**src/rtl/spi_pkg.sv**
```systemverilog
// Shared helpers and FSM state encoding for the multi-target SPI master.
package spi_pkg;

   function automatic int spi_clog2(input int value);
      int w;
      w = 0;
      for (int i = 0; i < 31; i++)
         if ((1 << i) < value) w = i + 1;
      return w;
   endfunction

   // Chip-select index width; a single target still needs one bit.
   function automatic int spi_tgt_w(input int num_cs);
      return (num_cs > 1) ? spi_clog2(num_cs) : 1;
   endfunction

   typedef logic [2:0] spi_state_t;

   localparam spi_state_t ST_IDLE  = 3'd0;
   localparam spi_state_t ST_LOW   = 3'd1;
   localparam spi_state_t ST_HIGH  = 3'd2;
   localparam spi_state_t ST_HOLD  = 3'd3;
   localparam spi_state_t ST_LATCH = 3'd4;
   localparam spi_state_t ST_GAP   = 3'd5;

endpackage

```
**src/rtl/spi_multi_master_if.sv**
```systemverilog
// Request handshake and serial pin bundle for spi_multi_master.
interface spi_multi_master_if import spi_pkg::*; #(
   parameter int MAX_BITS = 32,
   parameter int NUM_CS   = 4
) ();
   localparam int LEN_W = spi_clog2(MAX_BITS + 1);
   localparam int TGT_W = spi_tgt_w(NUM_CS);

   logic                req_valid;
   logic                req_ready;
   logic [MAX_BITS-1:0] req_data;
   logic [LEN_W-1:0]    req_len;
   logic [TGT_W-1:0]    req_target;
   logic                req_latch;
   logic                busy;
   logic                done;
   logic                spi_sclk;
   logic                spi_dat;
   logic [NUM_CS-1:0]   spi_cs_n;
   logic                latch_clk;

   modport master (
      input  req_valid, req_data, req_len, req_target, req_latch,
      output req_ready, busy, done, spi_sclk, spi_dat, spi_cs_n, latch_clk
   );

   modport slave (
      output req_valid, req_data, req_len, req_target, req_latch,
      input  req_ready, busy, done, spi_sclk, spi_dat, spi_cs_n, latch_clk
   );
endinterface

```
**src/rtl/spi_req_fifo.sv**
```systemverilog
// Show-ahead request FIFO: rdata always presents the oldest entry.
module spi_req_fifo import spi_pkg::*; #(
   parameter int WIDTH = 8,
   parameter int DEPTH = 4
) (
   input  logic             clk25,
   input  logic             reset,
   input  logic             push,
   input  logic [WIDTH-1:0] wdata,
   input  logic             pop,
   output logic [WIDTH-1:0] rdata,
   output logic             full,
   output logic             empty
);
   localparam int PTR_W = spi_clog2(DEPTH);

   logic [WIDTH-1:0] mem [DEPTH];
   logic [PTR_W:0]   wptr;
   logic [PTR_W:0]   rptr;

   always_ff @(posedge clk25 or posedge reset) begin
      if (reset) begin
         wptr <= '0;
         rptr <= '0;
      end else begin
         if (push && !full)
            wptr <= wptr + 1'b1;
         if (pop && !empty)
            rptr <= rptr + 1'b1;
      end
   end

   always_ff @(posedge clk25) begin
      if (push && !full)
         mem[wptr[PTR_W-1:0]] <= wdata;
   end

   // Extra pointer bit distinguishes full from empty when the indices match.
   assign rdata = mem[rptr[PTR_W-1:0]];
   assign empty = (wptr == rptr);
   assign full  = (wptr[PTR_W] != rptr[PTR_W]) &&
                  (wptr[PTR_W-1:0] == rptr[PTR_W-1:0]);
endmodule

```
**src/rtl/spi_multi_master.sv**
```systemverilog
// Queued mode-0 SPI master driving several write-only targets on one SCLK/MOSI pair,
// with per-frame length, chip select and optional latch strobe.
module spi_multi_master import spi_pkg::*; #(
   parameter int MAX_BITS   = 32,
   parameter int NUM_CS     = 4,
   parameter int CLK_DIV    = 2,
   parameter int FIFO_DEPTH = 4
) (
   input  logic               clk25,
   input  logic               reset,
   spi_multi_master_if.master bus
);
   localparam int LEN_W = spi_clog2(MAX_BITS + 1);
   localparam int TGT_W = spi_tgt_w(NUM_CS);
   localparam int CNT_W = spi_clog2(CLK_DIV + 1);

   localparam logic [CNT_W-1:0] CNT_LOAD  = CNT_W'(CLK_DIV - 1);
   localparam logic [LEN_W-1:0] LEN_MAX   = LEN_W'(MAX_BITS);
   localparam logic [TGT_W:0]   TGT_LIMIT = (TGT_W + 1)'(NUM_CS);

   typedef struct packed {
      logic [MAX_BITS-1:0] data;
      logic [LEN_W-1:0]    len;
      logic [TGT_W-1:0]    target;
      logic                latch;
   } req_t;

   req_t                wr_req;
   req_t                rd_req;
   logic                fifo_full;
   logic                fifo_empty;
   logic                pop;
   logic                req_ok;
   logic [LEN_W-1:0]    len_sat;
   logic                phase_end;
   logic                cs_active;
   logic [NUM_CS-1:0]   cs_n_c;

   spi_state_t          state;
   logic [CNT_W-1:0]    cnt;
   logic [LEN_W-1:0]    bitcnt;
   logic [MAX_BITS-1:0] shreg;
   logic [TGT_W-1:0]    tgt;
   logic                latch_en;

   assign wr_req.data   = bus.req_data;
   assign wr_req.len    = bus.req_len;
   assign wr_req.target = bus.req_target;
   assign wr_req.latch  = bus.req_latch;

   spi_req_fifo #(
      .WIDTH ($bits(req_t)),
      .DEPTH (FIFO_DEPTH)
   ) u_fifo (
      .clk25 (clk25),
      .reset (reset),
      .push  (bus.req_valid),
      .wdata (wr_req),
      .pop   (pop),
      .rdata (rd_req),
      .full  (fifo_full),
      .empty (fifo_empty)
   );

   // Pop-time screening: empty frames and unknown targets are dropped silently.
   assign pop       = (state == ST_IDLE) && !fifo_empty;
   assign len_sat   = (rd_req.len > LEN_MAX) ? LEN_MAX : rd_req.len;
   assign req_ok    = (rd_req.len != '0) && ({1'b0, rd_req.target} < TGT_LIMIT);
   assign phase_end = (cnt == '0);

   always_ff @(posedge clk25 or posedge reset) begin
      if (reset) begin
         state  <= ST_IDLE;
         cnt    <= '0;
         bitcnt <= '0;
      end else begin
         case (state)
            ST_IDLE: begin
               if (pop && req_ok) begin
                  state  <= ST_LOW;
                  cnt    <= CNT_LOAD;
                  bitcnt <= len_sat;
               end
            end
            ST_LOW: begin
               if (phase_end) begin
                  state <= ST_HIGH;
                  cnt   <= CNT_LOAD;
               end else begin
                  cnt <= cnt - 1'b1;
               end
            end
            ST_HIGH: begin
               if (phase_end) begin
                  bitcnt <= bitcnt - 1'b1;
                  cnt    <= CNT_LOAD;
                  state  <= (bitcnt == LEN_W'(1)) ? ST_HOLD : ST_LOW;
               end else begin
                  cnt <= cnt - 1'b1;
               end
            end
            ST_HOLD: begin
               if (phase_end) begin
                  cnt   <= CNT_LOAD;
                  state <= latch_en ? ST_LATCH : ST_GAP;
               end else begin
                  cnt <= cnt - 1'b1;
               end
            end
            ST_LATCH: begin
               if (phase_end) begin
                  cnt   <= CNT_LOAD;
                  state <= ST_GAP;
               end else begin
                  cnt <= cnt - 1'b1;
               end
            end
            ST_GAP: begin
               if (phase_end)
                  state <= ST_IDLE;
               else
                  cnt <= cnt - 1'b1;
            end
            default: state <= ST_IDLE;
         endcase
      end
   end

   // Payload is left-aligned so the frame's first bit always sits at the MSB.
   always_ff @(posedge clk25) begin
      if (pop && req_ok) begin
         shreg    <= rd_req.data << (LEN_MAX - len_sat);
         tgt      <= rd_req.target;
         latch_en <= rd_req.latch;
      end else if ((state == ST_HIGH) && phase_end) begin
         shreg <= shreg << 1;
      end
   end

   assign cs_active = (state == ST_LOW) || (state == ST_HIGH) || (state == ST_HOLD);

   always_comb begin
      cs_n_c = '1;
      for (int i = 0; i < NUM_CS; i++)
         cs_n_c[i] = !(cs_active && (tgt == TGT_W'(i)));
   end

   // Pins decode straight from state so an async reset idles them in the same cycle.
   assign bus.spi_cs_n  = cs_n_c;
   assign bus.spi_sclk  = (state == ST_HIGH);
   assign bus.spi_dat   = ((state == ST_LOW) || (state == ST_HIGH)) && shreg[MAX_BITS-1];
   assign bus.latch_clk = (state == ST_LATCH);
   assign bus.done      = (state == ST_GAP) && (cnt == CNT_LOAD);
   assign bus.busy      = !fifo_empty || (state != ST_IDLE);
   assign bus.req_ready = !fifo_full;
endmodule

```
**src/flat_wrapper.sv**
```systemverilog
// flat-port wrapper written by rule: the top's interface ports become plain ports
module spi_multi_master_flat import spi_pkg::*;
#(
   parameter int MAX_BITS   = 32,
   parameter int NUM_CS     = 4,
   parameter int CLK_DIV    = 2,
   parameter int FIFO_DEPTH = 4
)
  (clk25, reset, bus_req_valid, bus_req_data, bus_req_len, bus_req_target, bus_req_latch, bus_req_ready, bus_busy, bus_done, bus_spi_sclk, bus_spi_dat, bus_spi_cs_n, bus_latch_clk);
  spi_multi_master_if #(.MAX_BITS(MAX_BITS), .NUM_CS(NUM_CS)) bus_i ();
  input  logic clk25;
  input  logic reset;
  input wire logic [$bits(bus_i.req_valid)-1:0] bus_req_valid;
  input wire logic [$bits(bus_i.req_data)-1:0] bus_req_data;
  input wire logic [$bits(bus_i.req_len)-1:0] bus_req_len;
  input wire logic [$bits(bus_i.req_target)-1:0] bus_req_target;
  input wire logic [$bits(bus_i.req_latch)-1:0] bus_req_latch;
  output wire logic [$bits(bus_i.req_ready)-1:0] bus_req_ready;
  output wire logic [$bits(bus_i.busy)-1:0] bus_busy;
  output wire logic [$bits(bus_i.done)-1:0] bus_done;
  output wire logic [$bits(bus_i.spi_sclk)-1:0] bus_spi_sclk;
  output wire logic [$bits(bus_i.spi_dat)-1:0] bus_spi_dat;
  output wire logic [$bits(bus_i.spi_cs_n)-1:0] bus_spi_cs_n;
  output wire logic [$bits(bus_i.latch_clk)-1:0] bus_latch_clk;
  assign bus_i.req_valid = bus_req_valid;
  assign bus_i.req_data = bus_req_data;
  assign bus_i.req_len = bus_req_len;
  assign bus_i.req_target = bus_req_target;
  assign bus_i.req_latch = bus_req_latch;
  assign bus_req_ready = bus_i.req_ready;
  assign bus_busy = bus_i.busy;
  assign bus_done = bus_i.done;
  assign bus_spi_sclk = bus_i.spi_sclk;
  assign bus_spi_dat = bus_i.spi_dat;
  assign bus_spi_cs_n = bus_i.spi_cs_n;
  assign bus_latch_clk = bus_i.latch_clk;
  spi_multi_master #(.MAX_BITS(MAX_BITS), .NUM_CS(NUM_CS), .CLK_DIV(CLK_DIV), .FIFO_DEPTH(FIFO_DEPTH)) u_core (.clk25(clk25), .reset(reset), .bus(bus_i));
endmodule
```
**config.mk**
```make
export PLATFORM = sky130hd
export DESIGN_NAME = spi_multi_master_flat
export DESIGN_NICKNAME = d
export VERILOG_FILES = /design/src/rtl/spi_pkg.sv /design/src/rtl/spi_multi_master_if.sv /design/src/rtl/spi_req_fifo.sv /design/src/rtl/spi_multi_master.sv /design/src/flat_wrapper.sv
export SDC_FILE = /design/constraint.sdc
export NUM_CORES = 1
export LEC_CHECK = 0
export CORE_MARGIN = 2
export CORE_UTILIZATION = 38
export DETAILED_ROUTE_END_ITERATION = 10
export PLACE_DENSITY_LB_ADDON = 0.08
export SYNTH_ARGS = -nofsm -noshare
export SYNTH_HDL_FRONTEND = slang
export SYNTH_SLANG_ARGS = --single-unit
```
**constraint.sdc**
```tcl
create_clock -name clk25 -period 5.54 [get_ports clk25]
set_input_delay 1.108 -clock clk25 [delete_from_list [all_inputs] [get_ports clk25]]
set_output_delay 1.108 -clock clk25 [all_outputs]
set_load 0.01 [all_outputs]
```
==> impl_results.md, run 1 <==
- First-pass GRT wire length: between 30 and 40 mm
- Clock latency on the worst-skew pair: approximately 0.50 ns
- Final hold vios: 0
- Die area: 0.02829 sq mm
- Endpoints failing setup: 0
- Final Cycle Share: 78.40%
- Dominant cell type by area after synthesis: edfxtp_1
- Die width: 168.2 um
- Crit path DAT: around 4.6 ns
- Worst-margin pin slew: about 0.79 ns
- Clock Sinks: around 220
- Async SR Flop Fraction: 7.870%
- Diode count: 0
- EDFF count, synth: slightly below 200
- Post-Syn Area per Cell: between 15 and 20 sq um
- Gp weighted congestion: approximately 0.86
- Post-synth top flop: edfxtp_1
- Relative slew slack: 47.54%
- Share of layout cells above drive strength 1: 16.69%
- Antenna Nets Post-Route: 0
- Synth top area cells: edfxtp_1 (58%), mux4_2 (12%), dfrtp_1 (4.2%), mux2i_1 (3.5%), nand2_1 (2.3%)
- Critical Path RT: approximately 5.8 ns
- Core ar.: 0.02673 sq mm
- Max incr delay on CP: around 0.75 ns
- Worst Hold Class: reg2reg
- Antenna violations before repair: 0
- All-Layer GR Usage: 16.86%
- TritonRoute pass-1 iters: 5
- Design Area, Final: approximately 0.012 sq mm
- Area growth syn-to-layout: 15.30%
- Outcome: finished clean
- Final core utilization: 44.19%
- Number of port buffers: 53
- # Max-Cap Violations: 0
- Largest net degree at the start of global routing: 50
- CTS H-tree depth: 1
- Crit end category: register
- Post-synthesis sequential area ratio: 62.49%
- Clock transition at path regs: 0.06 ns
- Grt ovf: 0
- Clk_skew: between 0.007 and 0.008 ns
- Synth top area share: approximately 60%
- Rows: 60
- Wire per inst: between 20 and 25 um
- DP HPWL: approximately 16 mm
- TritonCTS buffer count: 23
- Die span in y: 168.2 um
- Max Clk Rate: 0.2302 GHz
- Initial core utilization: 38.33%
- Crit path buffers/inverters: 3
- DR vias/cell: roughly 5.6
- Setup TNS: 0 ns
- Post_cts resized: 0
- I/O pins: 54
- Post-CTS Setup Bufs: 0
- DRT iter0 DRCs: 459
- Routed WL: 23.55 mm
- Layout net count: 770
- Cell Area, Placed: approximately 0.011 sq mm
- Synthesized instance count: approximately 670
- Max Slew Vio Count: 0
- # DRC: 0
- Post-Syn Nets: approximately 720
- Synth Register Bits: around 220
- Root Buffer: clkbuf_16
- Crit-path cells: mux4_2, nor2b_2, buf_4, inv_4, ha_1, buf_4, mux4_2, mux2i_1, o22ai_1, a221o_1
- Worst path slowest cell: dfrtp_2
- Top Family by Delay on Critical Path: multiplexers
- Vias in the first global route: roughly 6000
- Routed via count: 5973
- Min Tclk post-route: 4.343 ns
- Max clock buf depth: 3
- Mapped Area: 0.01024 sq mm
- Pre-CTS setup slack: 1.165 ns
- CTS Hold Bufs: 0
- Final WS setup: about 1.2 ns
- RSZ-0062 raised after global routing: false
- CTS tree: done
- WS Path Type: reg2reg
- Count of unique library cells instantiated by Yosys: 64
- Worst setup SP type: register
- Yosys Warn Count: 0
- Worst-path fanout max: 48
## Yosys cell counts (all sizes together) (4+ instances only)
cell type    n
mux4        58
edfxtp     199
o31ai        8
a211oi       4
dfrtp       17
o21ai       33
nand3b       4
nand2b       5
xnor2        6
a22o         5
buf         25
mux2         7
nor2b        4
nor3         8
inv         13
ha          11
mux2i       36
clkbuf      18
o22ai        4
nor2        23
xor2         5
and2         6
a32o         4
a31oi        5
a21oi       19
or3          5
a221o        5
nand3       11
and3        11
nor3b        5
nand2       65
## worst reg2reg max path, stage by stage (launching register included)
cell and delay, ns:
dfrtp_2 0.75, mux4_2 0.51, nor2b_2 0.14, buf_4 0.32
inv_4 0.22, ha_1 0.34, buf_4 0.44, mux4_2 0.63
mux2i_1 0.24, o22ai_1 0.14, a221o_1 0.36
## logic make-up after synthesis
| family | count (synthesis) | synth area share, % |
|---|---|---|
| simple gates | 157 | 7.488 |
| mux | 101 | 17.26 |
| flops | 216 | 62.49 |
| buf+inv | 57 | 2.992 |
| xor+xnor | 11 | 0.9405 |
| compound gates | 113 | 7.488 |
| fa+ha+maj | 11 | 1.344 |
## per-layer routing
metal	routed length (um)	track usage [%]
met5	0	0
met4	386	3.598
met3	938	2.280
met2	11120	26.81
met1	11110	24.99
## sequential cells by signal (all words and copies together), names as in the netlist
register	flops
u_core.shreg	32
u_core.u_fifo.mem	164
u_core.bitcnt	6
u_core.u_fifo.wptr	3
u_core.state	3
u_core.cnt	2
u_core.tgt	2
u_core.u_fifo.rptr	3
u_core.latch_en	1
## worst paths after layout
check	startpoint	slack (ns)	depth (start not counted)	to
hold / removal	u_core.u_fifo.wptr[2]	0.48	1	u_core.u_fifo.wptr[2]
max in group asynchronous	reset	3.96	2	u_core.u_fifo.rptr[0]
setup / recovery	u_core.u_fifo.rptr[1]	1.20	10	u_core.shreg[29]
setup reg to reg	u_core.u_fifo.rptr[1]	1.20	10	u_core.shreg[29]
min in group asynchronous	reset	1.05	2	u_core.state[0]
hold reg to reg	u_core.u_fifo.wptr[2]	0.48	1	u_core.u_fifo.wptr[2]
## per-stage QoR
step           cells  hold WS, ns
2_1_floorplan    666       0.4617
3_3_place_gp    1031       0.4763
3_5_place_dp    1031       0.4797
4_1_cts         1072       0.4916
5_1_grt         1072       0.5159
6_report        1072       0.4848
## cell usage in the layout (no fill, tap or decap), types with 11 or more instances in the layout
master,n
clkdlybuf4s50_1,53
ha_1,11
clkbuf_16,23
inv_1,12
nand2_1,64
dfrtp_1,15
mux2i_1,36
nand3_1,11
edfxtp_1,199
mux4_2,53
a21oi_1,18
buf_4,14
nor2_1,23
o21ai_0,31
## final cells by class
type	instances	area (sq um)
inverter	14	55.05
sequential	216	6404
clock inverter	15	125.1
tap	341	426.7
multi-input combinational	393	3578
fill	2374	14910
timing repair buffer	67	635.6
clock buffer	26	586.8
Power of run 1 is left out: the tool's default activity adds up to more than one toggle a clock period on the data nets, which glitch-free logic cannot reach.
==> inputs of run 2 (changes only) <==
==> constraint.sdc (replaced) <==
create_clock -name clk25 -period 4 [get_ports clk25]
set_input_delay 0.8 -clock clk25 [delete_from_list [all_inputs] [get_ports clk25]]
set_output_delay 0.8 -clock clk25 [all_outputs]
set_load 0.01 [all_outputs]
==> impl_results.md, run 2 (synthesized netlist as in run 1, its figures left out) <==
- Routed WL: between 20 and 25 mm
- Outcome: finished clean
- Post-CTS Setup Bufs: 0
- Worst-margin pin slew: between 0.6 and 0.7 ns
- Final hold vios: 0
- Core ar.: 0.02673 sq mm
- Clock latency on the worst-skew pair: between 0.5 and 0.6 ns
- Max clock buf depth: 3
- Worst Hold Class: reg2reg
- I/O pins: between 50 and 60
- Die area: between 0.02 and 0.03 sq mm
- Crit path DAT: approximately 3.8 ns
- Met1 Use GR: 23.55%
- TritonRoute pass-1 iters: 5
- TritonCTS buffer count: 25
- Max Clk Rate: 0.2813 GHz
- DR vias/cell: 5.547
- Met2 Track Usage GR: a little over a quarter
- Gp weighted congestion: roughly 0.86
- # DRC: 0
- Endpoints failing setup: 0
- # Max-Cap Violations: 0
- Clk_skew: 0.01633 ns
- Final core utilization: around 45%
- CTS H-tree depth: 1
- Hold Crit Depth: 1
- Max reg flops: ~160
- Commonest non-fill, non-tap cells in the layout: edfxtp_1 (199), nand2_1 (64), mux4_2 (53), clkdlybuf4s50_1 (53), mux2i_1 (36)
- Diode count: 0
- Min Tclk post-route: 3.555 ns
- CTS Hold Bufs: 0
- Clock transition at path regs: approximately 0.060 ns
- Root Buffer: clkbuf_16
- Pre-CTS setup slack: about 0.48 ns
- GRT busiest layer: met2
- Crit end category: register
- Layout net count: slightly below 800
- Post_cts resized: 0
- CTS tree: done
- Rows: 60
- Worst setup SP type: register
- Wire per inst: 21.30 um
- Final WS setup: around 0.44 ns
- First-pass GRT wire length: 36.20 mm
- DRT iter0 DRCs: 411
- Die span in y: 168.2 um
- Number of port buffers: 53
- Share of layout cells above drive strength 1: between 10% and 20%
- Routed via count: 6024
- Relative slew slack: between 50% and 60%
- Initial core utilization: 38.33%
- Area growth syn-to-layout: 17.58%
- WS Path Type: reg2reg
- DP HPWL: around 16 mm
- Worst-path fanout max: 48
- Clock Sinks: between 200 and 250
- All-Layer GR Usage: between 10% and 20%
- Grt ovf: 0
- Cell Area, Placed: approximately 0.011 sq mm
- Largest net degree at the start of global routing: 49
- Commonest non-fill, non-tap cell in the layout: edfxtp_1
- Setup TNS: 0 ns
- Critical Path RT: between 4 and 5 ns
- Antenna violations before repair: 0
- Antenna Nets Post-Route: 0
- Vias in the first global route: about 6200
- RSZ-0062 raised after global routing: false
- Grt met3 use: 2.915%
- Reg2Reg Depth: 10
- Max Slew Vio Count: 0
- Die width: 168.2 um
- Design Area, Final: between 0.01 and 0.015 sq mm
- Final Cycle Share: 88.88%
-- run 2: cell types whose count changed in the layout (fill, tap and decap cells not counted), moves of 2 or more --
cell,change
buf_4,+9
clkinv_4,+2
bufinv_16,+2
clkinv_1,-7
clkbuf_16,+2
clkinvlp_4,+3
-- run 2: path summary, 6_finish.rpt --
kind,to,startpoint,slack (ns)
max in group asynchronous,u_core.u_fifo.rptr[0],reset,2.82
worst min-delay path,u_core.u_fifo.wptr[2],u_core.u_fifo.wptr[2],0.50
min in group asynchronous,u_core.state[2],reset,0.70
worst max-delay path,u_core.shreg[25],u_core.u_fifo.rptr[0],0.44
worst max register to register,u_core.shreg[25],u_core.u_fifo.rptr[0],0.44
worst min register to register,u_core.u_fifo.wptr[2],u_core.u_fifo.wptr[2],0.50
-- run 2: worst max-delay path: stages, from the launching register on --
cell and delay [ns]:
dfrtp_2 0.50, mux4_2 0.63, nor2b_2 0.22, inv_4 0.04, ha_1 0.31, buf_12 0.24
mux4_2 0.57, mux2i_1 0.29, nand2_1 0.10, a211o_1 0.27, o221a_2 0.12
-- run 2: cell type report --
type	count	area, sq um
Clock buffer	27	633.1
Clock inverter	18	224.0
Fill cell	2383	14680
Inverter	14	55.05
Multi-Input combinational cell	393	3578
Sequential cell	216	6404
Tap cell	341	426.7
Timing Repair Buffer	77	723.2
-- run 2: stage by stage --
| step | std cells | hold slack (ns) |
|---|---|---|
| after floorplan | 666 | 0.4617 |
| after global placement | 1041 | 0.4764 |
| after detailed placement | 1041 | 0.4785 |
| after CTS | 1086 | 0.4923 |
| after global routing | 1086 | 0.5094 |
| final | 1086 | 0.4968 |
-- run 2: metal layers --
layer,up-vias,wire [um]
met5,-,0
met4,0,541
met3,33,1469
met2,178,10750
met1,3038,10380
li1,2775,-
Power of run 2 is left out for the same reason.
==> inputs of run 3 (changes only) <==
--- a/config.mk
+++ b/config.mk
@@ -5,7 +5,7 @@
 export SDC_FILE = /design/constraint.sdc
 export NUM_CORES = 1
 export LEC_CHECK = 0
-export CORE_MARGIN = 2
+export CORE_MARGIN = 3
 export CORE_UTILIZATION = 38
 export DETAILED_ROUTE_END_ITERATION = 10
 export PLACE_DENSITY_LB_ADDON = 0.08
==> impl_results.md, run 3 (synthesized netlist as in run 1, its figures left out) <==
- Max Clk Rate: between 0.2 and 0.3 GHz
- Routed via count: between 6000 and 7000
- Max reg flops: between 150 and 200
- Crit path DAT: about 3.8 ns
- DP HPWL: 16.64 mm
- Clock Sinks: ~220
- Number of port buffers: 53
- Diode count: 0
- Clock latency on the worst-skew pair: between 0.5 and 0.6 ns
- First-pass GRT wire length: approximately 38 mm
- Worst-path fanout max: 48
- Commonest non-fill, non-tap cell in the layout: edfxtp_1
- # DRC: 0
- Root Buffer: clkbuf_16
- Worst Setup SP: u_core.u_fifo.rptr[0]
- Rows: 59
- Final hold vios: 0
- Die area: between 0.02 and 0.03 sq mm
- TritonCTS buffer count: 25
- RSZ-0062 raised after global routing: false
- CTS tree: done
- All-Layer GR Usage: 16.95%
- Tightest hold margin: about 0.49 ns
- # Max-Cap Violations: 0
- Worst setup SP type: register
- R2R Setup Slk: 0.50 ns
- Share of layout cells above drive strength 1: a little under a fifth
- Antenna violations before repair: 0
- Die span in y: 170.2 um
- Die width: 170.2 um
- Antenna Nets Post-Route: 0
- Final Cycle Share: roughly 88%
- Routed WL: roughly 24 mm
- Gp weighted congestion: around 0.84
- Crit end category: register
- Initial core utilization: 38.98%
- DR vias/cell: roughly 5.6
- Worst Hold Class: reg2reg
- TritonRoute pass-1 iters: 5
- Filler cells: around 2300
- Grt ovf: 0
- Clk_skew: 0.01460 ns
- Worst r2r src: u_core.u_fifo.rptr[0]
- Hold Crit Start: u_core.u_fifo.wptr[2]
- Layout net count: between 700 and 800
- Post-CTS Setup Bufs: 0
- Clock transition at path regs: approximately 0.06 ns
- Wire per inst: roughly 22 um
- Max clock buf depth: 3
- I/O pins: 54
- CTS H-tree depth: 1
- Largest net degree at the start of global routing: a little under 50
- Relative slew slack: a little over 50%
- Setup TNS: 0 ns
- Worst-margin pin slew: roughly 0.74 ns
- Post_cts resized: 0
- DRT iter0 DRCs: about 430
- Min Tclk post-route: 3.501 ns
- Commonest non-fill, non-tap cells in the layout: edfxtp_1 (199), nand2_1 (64), mux4_2 (53), clkdlybuf4s50_1 (53), mux2i_1 (36)
- Endpoints failing setup: 0
- Outcome: finished clean
- Critical Path RT: ~4.3 ns
- Core ar.: 0.02628 sq mm
- CTS Hold Bufs: 0
- Vias in the first global route: slightly above 6000
- WS Path Type: reg2reg
- Area growth syn-to-layout: 17.76%
- Max Slew Vio Count: 0
-- run 3: per-layer routing --
layer  global-route usage, %  routed length (um)  up-vias
li1                        -                   -     2781
met1                   25.08               11410     3150
met2                   26.53               11430      130
met3                   3.136                1116       31
met4                   3.386                 409        0
met5                       0                   0        -
-- run 3: final cells by class --
type                            count  area, sq um  area share (%)
Sequential cell                   216         6404           53.09
Clock buffer                       35        703.2           5.829
Inverter                           14        55.05          0.4564
Clock inverter                     10        110.1          0.9128
Multi-Input combinational cell    393         3578           29.67
Tap cell                          335        419.2           3.475
Timing Repair Buffer               83        793.3           6.576
-- run 3: worst paths after layout --
kind / depth (start not counted) / end
min reg2reg: 1 / u_core.u_fifo.wptr[2]
max in group asynchronous: 2 / u_core.u_fifo.rptr[0]
max reg2reg: 8 / u_core.shreg[27]
min in group asynchronous: 2 / u_core.state[2]
max: 8 / u_core.shreg[27]
min: 1 / u_core.u_fifo.wptr[2]
-- run 3: critical path, stage by stage, from the launching register on --
cell	delay, ns
dfrtp_2	0.41
buf_4	0.58
mux4_1	0.75
or3_1	0.45
o21ai_4	0.17
buf_12	0.24
nor2_1	0.17
o211a_1	0.17
a221o_1	0.25
-- run 3: stage by stage --
stage	setup slack [ns]	util [%]	instance area, sq um	instances
global route	0.2424	45.90	12060	1086
floorplan	0.08327	-	10240	666
finish	0.4985	45.90	12060	1086
global placement	0.4887	42.81	11250	1041
CTS	0.4353	45.90	12060	1086
detailed placement	0.4506	42.81	11250	1041
Power of run 3 is left out for the same reason.
